## config.mk

```make
export PLATFORM = sky130hd
export DESIGN_NAME = elastic_decode
export DESIGN_NICKNAME = d
export VERILOG_FILES = /design/src/rtl/elastic_decode.sv
export SDC_FILE = /design/constraint.sdc
export NUM_CORES = 1
export LEC_CHECK = 0
export BUFFER_PORTS_ARGS = -buffer_cell sky130_fd_sc_hd__buf_2
export CORE_UTILIZATION = 33
export DETAILED_ROUTE_END_ITERATION = 10
export SLEW_MARGIN = 40
export SYNTH_ARGS = -nofsm -noshare
export SYNTH_HDL_FRONTEND = slang
export SYNTH_SLANG_ARGS = --single-unit
```

## constraint.sdc

```tcl
create_clock -name clk -period 2.1 [get_ports clk]
set_input_delay 0.105 -clock clk [delete_from_list [all_inputs] [get_ports clk]]
set_output_delay 0.105 -clock clk [all_outputs]
set_load 0.05 [all_outputs]
```

## src/rtl/elastic_decode.sv

```systemverilog
// Elastic decoder: undoes the encoder's left shift and forwards beats through a two-entry
// skid buffer so upstream ready depends only on registered buffer state.
module elastic_decode #(
  parameter int unsigned DW    = 32,
  parameter int unsigned SHIFT = 2,
  parameter int unsigned CNT_W = 16
) (
  input  logic             clk,
  input  logic             rst,
  input  logic [DW-1:0]    t0_data,
  input  logic             t0_valid,
  output logic             t0_ready,
  output logic [DW-1:0]    i0_data,
  output logic             i0_valid,
  input  logic             i0_ready,
  input  logic             err_clr,
  output logic             err_lsb,
  output logic [CNT_W-1:0] beat_cnt
);

  typedef enum logic [1:0] {StEmpty, StOne, StTwo} state_e;

  state_e             state_q, state_d;
  logic [DW-1:0]      main_q, main_d;
  logic [DW-1:0]      skid_q, skid_d;
  logic               err_q, err_d;
  logic [CNT_W-1:0]   cnt_q, cnt_d;
  logic [DW-1:0]      decoded;
  logic               accept;
  logic               pop;

  assign decoded  = t0_data >> SHIFT;
  assign t0_ready = (state_q != StTwo) & ~rst;
  assign i0_valid = (state_q != StEmpty);
  assign i0_data  = main_q;
  assign err_lsb  = err_q;
  assign beat_cnt = cnt_q;
  assign accept   = t0_valid & t0_ready;
  assign pop      = i0_valid & i0_ready;

  always_comb begin
    state_d = state_q;
    main_d  = main_q;
    skid_d  = skid_q;
    unique case (state_q)
      StEmpty: begin
        if (accept) begin
          state_d = StOne;
          main_d  = decoded;
        end
      end
      StOne: begin
        if (accept && pop) begin
          main_d = decoded;
        end else if (accept) begin
          state_d = StTwo;
          skid_d  = decoded;
        end else if (pop) begin
          state_d = StEmpty;
        end
      end
      StTwo: begin
        if (pop) begin
          state_d = StOne;
          main_d  = skid_q;
        end
      end
      default: state_d = StEmpty;
    endcase
  end

  // A bad beat wins over a same-cycle clear so the violation is never lost.
  always_comb begin
    err_d = err_q;
    if (accept && (t0_data[SHIFT-1:0] != '0)) begin
      err_d = 1'b1;
    end else if (err_clr) begin
      err_d = 1'b0;
    end
  end

  always_comb begin
    cnt_d = cnt_q;
    if (accept && (cnt_q != {CNT_W{1'b1}})) begin
      cnt_d = cnt_q + CNT_W'(1);
    end
  end

  always_ff @(posedge clk) begin
    if (rst) begin
      state_q <= StEmpty;
      main_q  <= '0;
      skid_q  <= '0;
      err_q   <= 1'b0;
      cnt_q   <= '0;
    end else begin
      state_q <= state_d;
      main_q  <= main_d;
      skid_q  <= skid_d;
      err_q   <= err_d;
      cnt_q   <= cnt_d;
    end
  end

endmodule

```

==> results of run 1 <==
==> cell type report <==
| class | count | area (sq um) |
|---|---|---|
| repair buffers | 131 | 858 |
| clock inverters | 5 | 81.3 |
| flip-flops and latches | 79 | 1590 |
| inverters | 5 | 18.8 |
| multi-input cells | 302 | 1600 |
| fillers | 1035 | 5360 |
| clock buffers | 11 | 141 |
| well taps | 133 | 166 |
==> worst register-to-register path, stage by stage (launching register included) <==
cell and delay (ps):
dfxtp_1 480, nor2b_4 60, or4b_1 610, buf_4 200, nor4_1 330, mux2i_1 210
==> report_power, final <==
part / internal, W / switching [W] / total (W)
logic: 0.000169 / 0.000362 / 0.000531
registers: 0.00156 / 0.0000316 / 0.00159
clock network: 0.000703 / 0.000545 / 0.00125
total: 0.00243 / 0.000938 / 0.00337
==> routing by layer <==
metal	GRT usage	part of all wire
met1	0.206	0.47
met5	0	0
met4	0.0791	0.0048
met2	0.289	0.49
met3	0.0380	0.040
==> cells in the final DEF (no fill, tap or decap), types with 3 or more instances in the layout <==
cell type | synthesis | routed
o31ai_1 | 6 | 6
buf_2 | 4 | 85
o41ai_1 | 5 | 5
nand3_1 | 5 | 5
dlygate4sd3_1 | 0 | 30
nand2b_1 | 4 | 4
nand4_1 | 6 | 6
o311ai_0 | 3 | 3
or4_1 | 6 | 6
a21oi_1 | 41 | 41
nor2_1 | 36 | 36
nand2_1 | 127 | 127
nor2b_1 | 3 | 3
inv_1 | 5 | 5
a311oi_1 | 30 | 30
dfxtp_2 | 0 | 8
buf_4 | 2 | 15
clkbuf_8 | 0 | 10
dfxtp_1 | 79 | 71
o21ai_0 | 3 | 3
==> cells by family (layout without fill, tap and decap cells) <==
kind of cell    after synthesis  in the layout  synth area share
other cells                   1              2           0.00112
fa+ha+maj                     1              1           0.00374
compound gates               92             92             0.189
mux                           4              4            0.0127
flops                        79             79             0.472
buf+inv                      43            152            0.0542
simple gates                203            203             0.267
==> cell usage after synthesis (all sizes together) <==
library cell,n
nor2,36
nor2b,4
nor4,3
nand2,127
a31o,1
or2,2
nand2b,5
a211oi,1
inv,5
mux2i,2
dfxtp,79
buf,7
nand3,5
and4,1
mux2,2
a311oi,30
and3b,1
o31ai,6
nor4b,1
o21ai,3
o311a,1
o211ai,1
nand4,6
or4,6
o311ai,3
a21oi,41
nor3,1
clkbuf,31
or3,2
o41ai,5
conb,1
or3b,1
or4b,2
ha,1
==> through the flow <==
step                      hold slack (ps)  instance area, sq um
after floorplan                       178                  3360
after global placement                325                  3940
after detailed placement              335                  3940
after CTS                           0.204                  4460
after global routing                 9.41                  4460
final                                24.7                  4460
==> registers in the layout, indices dropped and copies added (netlist names) <==
name      count
i0_data      30
skid_q       30
beat_cnt     16
state_q       2
err_lsb       1
==> how the worst max path moves through the flow <==
stage | depth (start not counted) | from | slack (ps) | to
after floorplan | 6 | beat_cnt[5]$_SDFFE_PP0P_ | -7 | beat_cnt[1]$_SDFFE_PP0P_
after global routing | 5 | state_q[0]$_SDFFE_PP0P_ | 60 | beat_cnt[15]$_SDFFE_PP0P_
after CTS | 5 | state_q[0]$_SDFFE_PP0P_ | 180 | beat_cnt[15]$_SDFFE_PP0P_
final | 5 | state_q[0]$_SDFFE_PP0P_ | 160 | beat_cnt[15]$_SDFFE_PP0P_
after global placement | 4 | state_q[0]$_SDFFE_PP0P_ | 210 | beat_cnt[13]$_SDFFE_PP0P_
after detailed placement | 5 | state_q[0]$_SDFFE_PP0P_ | 180 | beat_cnt[15]$_SDFFE_PP0P_
==> what timing repair did <==
| action | 4_1_cts | 5_1_grt |
|---|---|---|
| endpoints found under the setup margin | 0 | 0 |
| hold endpoints to repair | 30 | 0 |
| hold buffers | 30 | 0 |
| setup buffers | 0 | 0 |
==> out/metrics.csv, run 1 <==
stage,metric,value,unit
run_status,status,finished clean,
clock_network,CTS tree,done,
place,number of port buffers,85,
yosys,Mean Syn Cell Area,7.92,sq um
routing,Initial DRT Pass Iterations,5,
min_path,Min-Delay Path Class,primary input to flip-flop,
timing,Final setup viols,0,
timing,PnR worst setup slack,159,ps
worst_setup_path,slowest CP cell,or4b_1,
routing,routed vias,3255,
yosys,YS warnings,0,
final_layout,Area Growth Syn to Fin,33.1,%
final_layout,post-layout util,0.454,
clock_network,Clock Pin Slew Worst Setup and Hold Paths,90,ps
die,die height,103,um
clock_network,CTS sink cnt,79,
final_layout,diode count,0,
min_path,WHS Path Cells,3,
place,hpwl dp,5.46,mm
timing,Setup Total Neg Slack,0,ps
power,peak supply drop,0.306,mV
timing,final hold violation count,0,
global_route,GRT Total Usage,0.171,
routing,final wirelength,8.39,mm
timing,highest clock rate,515,MHz
final_layout,Layout Cells excl Fill,666,
die,I/O pin count,88,
routing,Wirelength per Cell,12.6,um
clock_network,post-cts resize count,0,
yosys,post-synth cell types,39,
yosys,Gate Count Post-Synth,423,
place,Placement Setup Slack,178,ps
yosys,Synth area leader,dfxtp_1,
power,leakage power,1.76,nW
place,placed cell count,620,
power,PD cells,756,nW/um^2
routing,Detail Route Antenna Nets,0,
worst_setup_path,WP buf/inv,1,
clock_network,clk_lat worst skew,350,ps
timing,Final Max Tran Viols,0,
final_layout,share of layout cells above drive strength 1,0.253,
clock_network,H-tree depth,3,
yosys,synthesized cell area,3350,sq um
routing,DRC viols,0,
worst_setup_path,CP Max Fanout,7,
worst_setup_path,Critical Path AT,2230,ps
worst_setup_path,Critical Path RT,2390,ps
routing,drt via density,4.89,
worst_setup_path,Critical R2R Capture,beat_cnt[15]$_SDFFE_PP0P_,
flow_run,Max Cap Viol,0,
worst_setup_path,path depth of the worst reg2reg path,5,
clock_network,cts bufs inserted,9,
worst_setup_path,Setup crit end kind,flip-flop,
clock_network,CTS root buf,clkbuf_8,
die,FP Rows,36,
final_layout,Nets,566,
worst_setup_path,Crit Path Category,flip-flop to flip-flop,
worst_setup_path,max incr delay on CP,610,ps
die,starting density of the core,0.341,
power,Final Total Pwr,0.00337,W
die,Die ar.,10600,sq um
timing,fin crit share,0.924,
global_route,Overflow after GRT,0,
min_path,worst hold start,t0_data[10],
global_route,vias in the first global route,2892,
die,Die Width,103,um
worst_setup_path,worst reg2reg setup slack,160,ps
yosys,synthesis-stage register bit count,79,
yosys,Synth top area share,0.472,
yosys,"Seq/Total Area, Yosys",0.472,
timing,Layout Skew,14.7,ps
worst_setup_path,CP startpoint kind,flip-flop,
worst_setup_path,crit-path cells,"nor2b_4, or4b_1, buf_4, nor4_1, mux2i_1",
worst_setup_path,RR Startpoint,state_q[0]$_SDFFE_PP0P_,
worst_setup_path,critical path's top delay family,simple AND/OR/NAND/NOR gates,
clock_network,clock buffer depth,2,
global_route,pin count of the biggest net entering global routing,41,
place,global placement routability congestion,0.797,
yosys,Synth area leaders,"dfxtp_1 47%, nand2_1 14%, a311oi_1 7.8%",
min_path,Hold Path End,skid_q[8]$_SDFFE_PP0P_,
timing,Final min period,1940,ps
global_route,antenna violations before repair,0,
timing,RSZ-0062 raised after global routing,no,
die,core area,9820,sq um
routing,DRT iter0 DRCs,128,
global_route,first-pass GRT wire length,13.7,mm
Power figures use the tool's default switching activity.
==> run 2, diff against run 1 <==
Settings changed: ABC_CLOCK_PERIOD_IN_PS from default to 1600.
Clock period 2.1 ns to 1.6 ns, I/O delays scaled along.
==> out/metrics.csv, run 2 (synthesized netlist as in run 1, its figures left out) <==
stage,metric,value,unit,change
run_status,status,finished with violations,,was finished clean
run_status,failing checks,negative setup slack,,
clock_network,CTS sink cnt,79,,unchanged
routing,drt via density,4.90,,was 4.89
routing,Initial DRT Pass Iterations,4,,was 5
clock_network,CTS tree,done,,unchanged
clock_network,cts bufs inserted,9,,unchanged
power,leakage power,1.96,nW,was 1.76 nW
routing,final wirelength,9.18,mm,was 8.39 mm
worst_setup_path,CP startpoint kind,flip-flop,,unchanged
power,switching fraction of total power,0.275,,was 0.279
clock_network,clock buffer depth,2,,unchanged
final_layout,"most common cell after layout, fill and taps aside",nand2_1,,unchanged
power,Clock Power Share,0.375,,was 0.370
final_layout,Nets,590,,was 566
global_route,pin count of the biggest net entering global routing,77,,was 41
global_route,vias in the first global route,2950,,"was 2,892"
global_route,Overflow after GRT,0,,unchanged
min_path,Min-Delay Path Class,primary input to flip-flop,,unchanged
clock_network,Clock Pin Slew Worst Setup and Hold Paths,80,ps,was 90 ps
final_layout,share of layout cells above drive strength 1,0.323,,was 0.253
place,hpwl dp,5.68,mm,was 5.46 mm
timing,PnR worst setup slack,-59.0,ps,was 159 ps
power,peak supply drop,0.415,mV,was 0.306 mV
die,core area,9820,sq um,unchanged
worst_setup_path,CP startpoint,state_q[1]$_SDFFE_PP0P_,,was state_q[0]$_SDFFE_PP0P_
final_layout,diode count,0,,unchanged
clock_network,H-tree depth,3,,unchanged
final_layout,Area Growth Syn to Fin,46.3,%,was 33.1%
flow_run,Max Cap Viol,0,,unchanged
worst_setup_path,Setup crit end kind,flip-flop,,unchanged
worst_setup_path,Critical Path RT,1860,ps,was 2390 ps
timing,final hold slack,38.7,ps,was 24.7 ps
die,starting density of the core,0.341,,unchanged
power,P_sw,0.00125,W,was 0.000938 W
die,die height,103,um,unchanged
place,number of port buffers,85,,unchanged
global_route,antenna violations before repair,0,,unchanged
die,Die Width,103,um,unchanged
final_layout,"commonest non-fill, non-tap cells in the layout","125 x nand2_1, 85 x buf_2, 61 x dfxtp_1",,"was 127 x nand2_1, 85 x buf_2, 71 x dfxtp_1"
worst_setup_path,CP Max Fanout,6,,was 7
worst_setup_path,Crit Path Category,flip-flop to flip-flop,,unchanged
place,Post-DP Area,4180,sq um,was 3940 sq um
place,placed cell count,636,,was 620
timing,Max-slew headroom,0.463,,
worst_setup_path,RR Startpoint,state_q[1]$_SDFFE_PP0P_,,was state_q[0]$_SDFFE_PP0P_
timing,Layout Skew,7.74,ps,was 14.7 ps
die,Die ar.,10600,sq um,unchanged
power,power share of the sequential group,0.457,,was 0.472
global_route,GRT Total Usage,0.168,,was 0.171
timing,Final Max Tran Viols,0,,unchanged
power,internal power,0.00328,W,was 0.00243 W
timing,Final min period,1660,ps,was 1940 ps
power,Gate power share,0.167,,was 0.158
routing,Detail Route Antenna Nets,0,,unchanged
final_layout,# fillers,997,,"was 1,035"
timing,Final setup viols,3,,was 0
timing,fin crit share,1.04,,was 0.924
clock_network,CTS root buf,clkbuf_8,,unchanged
routing,DRC viols,0,,unchanged
global_route,first-pass GRT wire length,13.7,mm,about the same
place,global placement routability congestion,0.807,,was 0.797
power,PD cells,924,nW/um^2,was 756 nW/um^2
timing,highest clock rate,603,MHz,was 515 MHz
final_layout,post-layout util,0.499,,was 0.454
worst_setup_path,Critical Path AT,1920,ps,was 2230 ps
final_layout,Layout Cells excl Fill,688,,was 666
timing,RSZ-0062 raised after global routing,yes,,was no
clock_network,clk_lat worst skew,350,ps,about the same
die,FP Rows,36,,unchanged
timing,actual slew at the worst max-slew pin,805,ps,
routing,Wirelength per Cell,13.3,um,was 12.6 um
min_path,worst hold start,rst,,was t0_data[10]
place,Placement Setup Slack,-170,ps,was 178 ps
timing,final hold violation count,0,,unchanged
routing,DRT iter0 DRCs,126,,was 128
routing,routed vias,3374,,"was 3,255"
die,I/O pin count,88,,unchanged
final_layout,post-route cell area,4900,sq um,was 4460 sq um
-- run 2: cell count changes in the layout (fill, tap and decap cells not counted), sizes merged --
cell and change:
dlygate4sd3 +2, clkinv -2, clkinvlp -1, clkbuf +3
bufinv -1, buf +21
-- run 2: worst max-delay path, stage by stage, from the launching register on --
cell and delay [ps]:
dfxtp_2 320, nor2b_4 120, or4b_4 530, or4_1 480, a21oi_1 130
-- run 2: layer usage --
metal  up-vias  track usage  routed length [um]
li1       1733            -                   -
met1      1568        0.214                4340
met2        63        0.278                4420
met3        10       0.0264                 314
met4         0       0.0758                 110
met5         -            0                   0
-- run 2: through the flow --
stage	total power [W]	TNS [ps]
after global placement	0.00277	-452
after CTS	0.00455	-96.9
final	0.00453	-84.6
after detailed placement	0.00278	-665
after global routing	0.00471	-387
after floorplan	0.00259	-1230
-- run 2: power by group through the flow --
| stage | clock network (W) | logic, W | registers [W] |
|---|---|---|---|
| 6_report | 0.00170 | 0.000758 | 0.00207 |
| 5_1_grt | 0.00181 | 0.000816 | 0.00208 |
| 4_1_cts | 0.00174 | 0.000736 | 0.00207 |
| 3_5_place_dp | 0 | 0.000665 | 0.00212 |
| 3_3_place_gp | 0 | 0.000660 | 0.00211 |
| 2_1_floorplan | 0 | 0.000246 | 0.00234 |
-- run 2: layout make-up --
| type | instances | area [sq um] | share of cell area |
|---|---|---|---|
| clock buffer | 13 | 203 | 0.0414 |
| tap | 133 | 166 | 0.0340 |
| timing repair buffer | 155 | 1110 | 0.227 |
| clock inverter | 1 | 30.0 | 0.00613 |
| sequential | 79 | 1630 | 0.334 |
| inverter | 5 | 18.8 | 0.00383 |
| multi-input combinational | 302 | 1730 | 0.354 |
-- run 2: final timing paths --
| kind | depth (start not counted) | slack (ps) | to |
|---|---|---|---|
| hold reg to reg | 2 | 460 | skid_q[27]$_SDFFE_PP0P_ |
| hold / removal | 3 | 40 | state_q[0]$_SDFFE_PP0P_ |
| setup / recovery | 4 | -60 | beat_cnt[14]$_SDFFE_PP0P_ |
| setup reg to reg | 4 | -60 | beat_cnt[14]$_SDFFE_PP0P_ |
-- run 2: timing repair --
item,4_1_cts,5_1_grt
hold buffers,32,0
cloned,0,1
pin swaps,3,3
hold endpoints to repair,53,0
setup endpoints to repair,9,19
resized for setup,8,10
buffers inserted,2,3
==> run 3, diff against run 2 <==
Settings changed: SKIP_CTS_REPAIR_TIMING from default to 1.
==> out/metrics.csv, run 3 (synthesized netlist as in run 1, its figures left out) <==
stage,metric,value,unit,change
global_route,antenna violations before repair,0,,unchanged
clock_network,cts bufs inserted,9,,unchanged
timing,final hold violation count,9,,was 0
final_layout,Layout Cells excl Fill,676,,was 688
routing,Initial DRT Pass Iterations,4,,unchanged
timing,final hold slack,-19.5,ps,was 38.7 ps
die,starting density of the core,0.341,,unchanged
routing,DRT iter0 DRCs,122,,was 126
worst_setup_path,crit-path cells,"nor2b_4, or4b_4, or4_1, a21oi_1",,unchanged
global_route,Overflow after GRT,0,,unchanged
final_layout,"commonest non-fill, non-tap cells in the layout","125 x nand2_1, 85 x buf_2, 61 x dfxtp_1",,unchanged
timing,fin crit share,1.05,,was 1.04
timing,Final Max Tran Viols,0,,unchanged
final_layout,Area Growth Syn to Fin,42.2,%,was 46.3%
global_route,vias in the first global route,2829,,"was 2,950"
worst_setup_path,Setup crit end kind,flip-flop,,unchanged
place,global placement routability congestion,0.807,,unchanged
worst_setup_path,max incr delay on CP,530,ps,about the same
place,hpwl dp,5.68,mm,unchanged
place,placed cell count,636,,unchanged
timing,actual slew at the worst max-slew pin,794,ps,was 805 ps
final_layout,Nets,578,,was 590
worst_setup_path,CP startpoint kind,flip-flop,,unchanged
routing,routed vias,3328,,"was 3,374"
power,internal power,0.00326,W,was 0.00328 W
clock_network,CTS root buf,clkbuf_8,,unchanged
power,power share of the sequential group,0.460,,was 0.457
power,peak supply drop,0.414,mV,was 0.415 mV
timing,Setup Total Neg Slack,-92.7,ps,was -84.6 ps
worst_setup_path,critical path's top delay family,simple AND/OR/NAND/NOR gates,,unchanged
power,Clock Power Share,0.377,,was 0.375
global_route,first-pass GRT wire length,13.3,mm,was 13.7 mm
run_status,status,finished with violations,,unchanged
final_layout,footprint of the multi-input gates,1720,sq um,was 1730 sq um
run_status,failing checks,"negative hold slack, negative setup slack",,was negative setup slack
timing,PnR worst setup slack,-76.4,ps,was -59.0 ps
final_layout,share of layout cells above drive strength 1,0.324,,was 0.323
routing,Detail Route Antenna Nets,0,,unchanged
clock_network,clk_lat worst skew,350,ps,about the same
final_layout,diode count,0,,unchanged
routing,Wirelength per Cell,13.3,um,about the same
timing,highest clock rate,597,MHz,was 603 MHz
die,Die Width,103,um,unchanged
global_route,GRT Total Usage,0.163,,was 0.168
worst_setup_path,slowest CP cell,or4b_4,,unchanged
worst_setup_path,CP Max Fanout,6,,unchanged
final_layout,Reg area,1630,sq um,unchanged
clock_network,CTS tree,done,,unchanged
die,FP Rows,36,,unchanged
die,I/O pin count,88,,unchanged
clock_network,Clock Pin Slew Worst Setup and Hold Paths,80,ps,about the same
worst_setup_path,worst reg2reg setup slack,-80,ps,was -60 ps
global_route,pin count of the biggest net entering global routing,77,,unchanged
power,P_sw,0.00124,W,was 0.00125 W
timing,Final setup viols,3,,unchanged
min_path,Min-Delay Path Class,primary input to flip-flop,,unchanged
die,core area,9820,sq um,unchanged
timing,Layout Skew,7.74,ps,about the same
timing,Final min period,1680,ps,was 1660 ps
clock_network,clock buffer depth,2,,unchanged
power,Gate power share,0.162,,was 0.167
routing,drt via density,4.92,,was 4.90
worst_setup_path,Critical Path RT,1860,ps,about the same
die,die height,103,um,unchanged
power,leakage power,1.90,nW,was 1.96 nW
worst_setup_path,Critical Path AT,1940,ps,was 1920 ps
die,Die ar.,10600,sq um,unchanged
routing,DRC viols,0,,unchanged
final_layout,# fillers,1006,,was 997
routing,final wirelength,9.01,mm,was 9.18 mm
timing,Max-slew headroom,0.471,,was 0.463
worst_setup_path,Crit Path Category,flip-flop to flip-flop,,unchanged
flow_run,Max Cap Viol,0,,unchanged
timing,RSZ-0062 raised after global routing,yes,,unchanged
clock_network,H-tree depth,3,,unchanged
place,Placement Setup Slack,-170,ps,unchanged
power,PD cells,944,nW/um^2,was 924 nW/um^2
power,switching fraction of total power,0.275,,about the same
worst_setup_path,WP buf/inv,0,,unchanged
clock_network,CTS sink cnt,79,,unchanged
final_layout,"most common cell after layout, fill and taps aside",nand2_1,,unchanged
place,number of port buffers,85,,unchanged
[run 3: final cells by class]
| class | instances | share of cell area |
|---|---|---|
| clock buffers | 13 | 0.0426 |
| clock inverters | 1 | 0.00631 |
| inverters | 5 | 0.00394 |
| multi-input cells | 302 | 0.362 |
| flip-flops and latches | 79 | 0.343 |
| well taps | 133 | 0.0349 |
| repair buffers | 143 | 0.207 |
[run 3: power by group through the flow]
stage / logic, W / registers (W) / clock network (W)
final: 0.000729 / 0.00207 / 0.00170
after global routing: 0.000787 / 0.00208 / 0.00182
after CTS: 0.000665 / 0.00207 / 0.00174
after detailed placement: 0.000665 / 0.00212 / 0
after global placement: 0.000660 / 0.00211 / 0
after floorplan: 0.000246 / 0.00234 / 0
[run 3: per-stage QoR]
stage	hold slack, ps	power, W	util	area [sq um]
after floorplan	145	0.00259	-	3510
after global placement	295	0.00277	0.426	4180
after detailed placement	313	0.00278	0.426	4180
after CTS	-62.0	0.00448	0.450	4410
after global routing	0.227	0.00468	0.485	4760
final	-19.5	0.00450	0.485	4760
[run 3: path summary, 6_finish.rpt]
path | depth (start not counted) | startpoint | to
max | 4 | state_q[1]$_SDFFE_PP0P_ | beat_cnt[14]$_SDFFE_PP0P_
min | 3 | t0_data[24] | skid_q[22]$_SDFFE_PP0P_
max reg2reg | 4 | state_q[1]$_SDFFE_PP0P_ | beat_cnt[14]$_SDFFE_PP0P_
min reg2reg | 2 | skid_q[1]$_SDFFE_PP0P_ | skid_q[1]$_SDFFE_PP0P_
[run 3: metal layers]
layer  routed length [um]  track usage  vias up  share of wire
met1                 4190        0.212     1532           0.47
met2                 4320        0.258       74           0.48
met5                    0            0        -              0
li1                     -            -     1710              -
met4                  139       0.0857        0          0.015
met3                  355       0.0285       12          0.039
[run 3: worst min-delay path: stages]
cell and delay (ps):
buf_2 100, nand2_1 50, a21oi_1 50
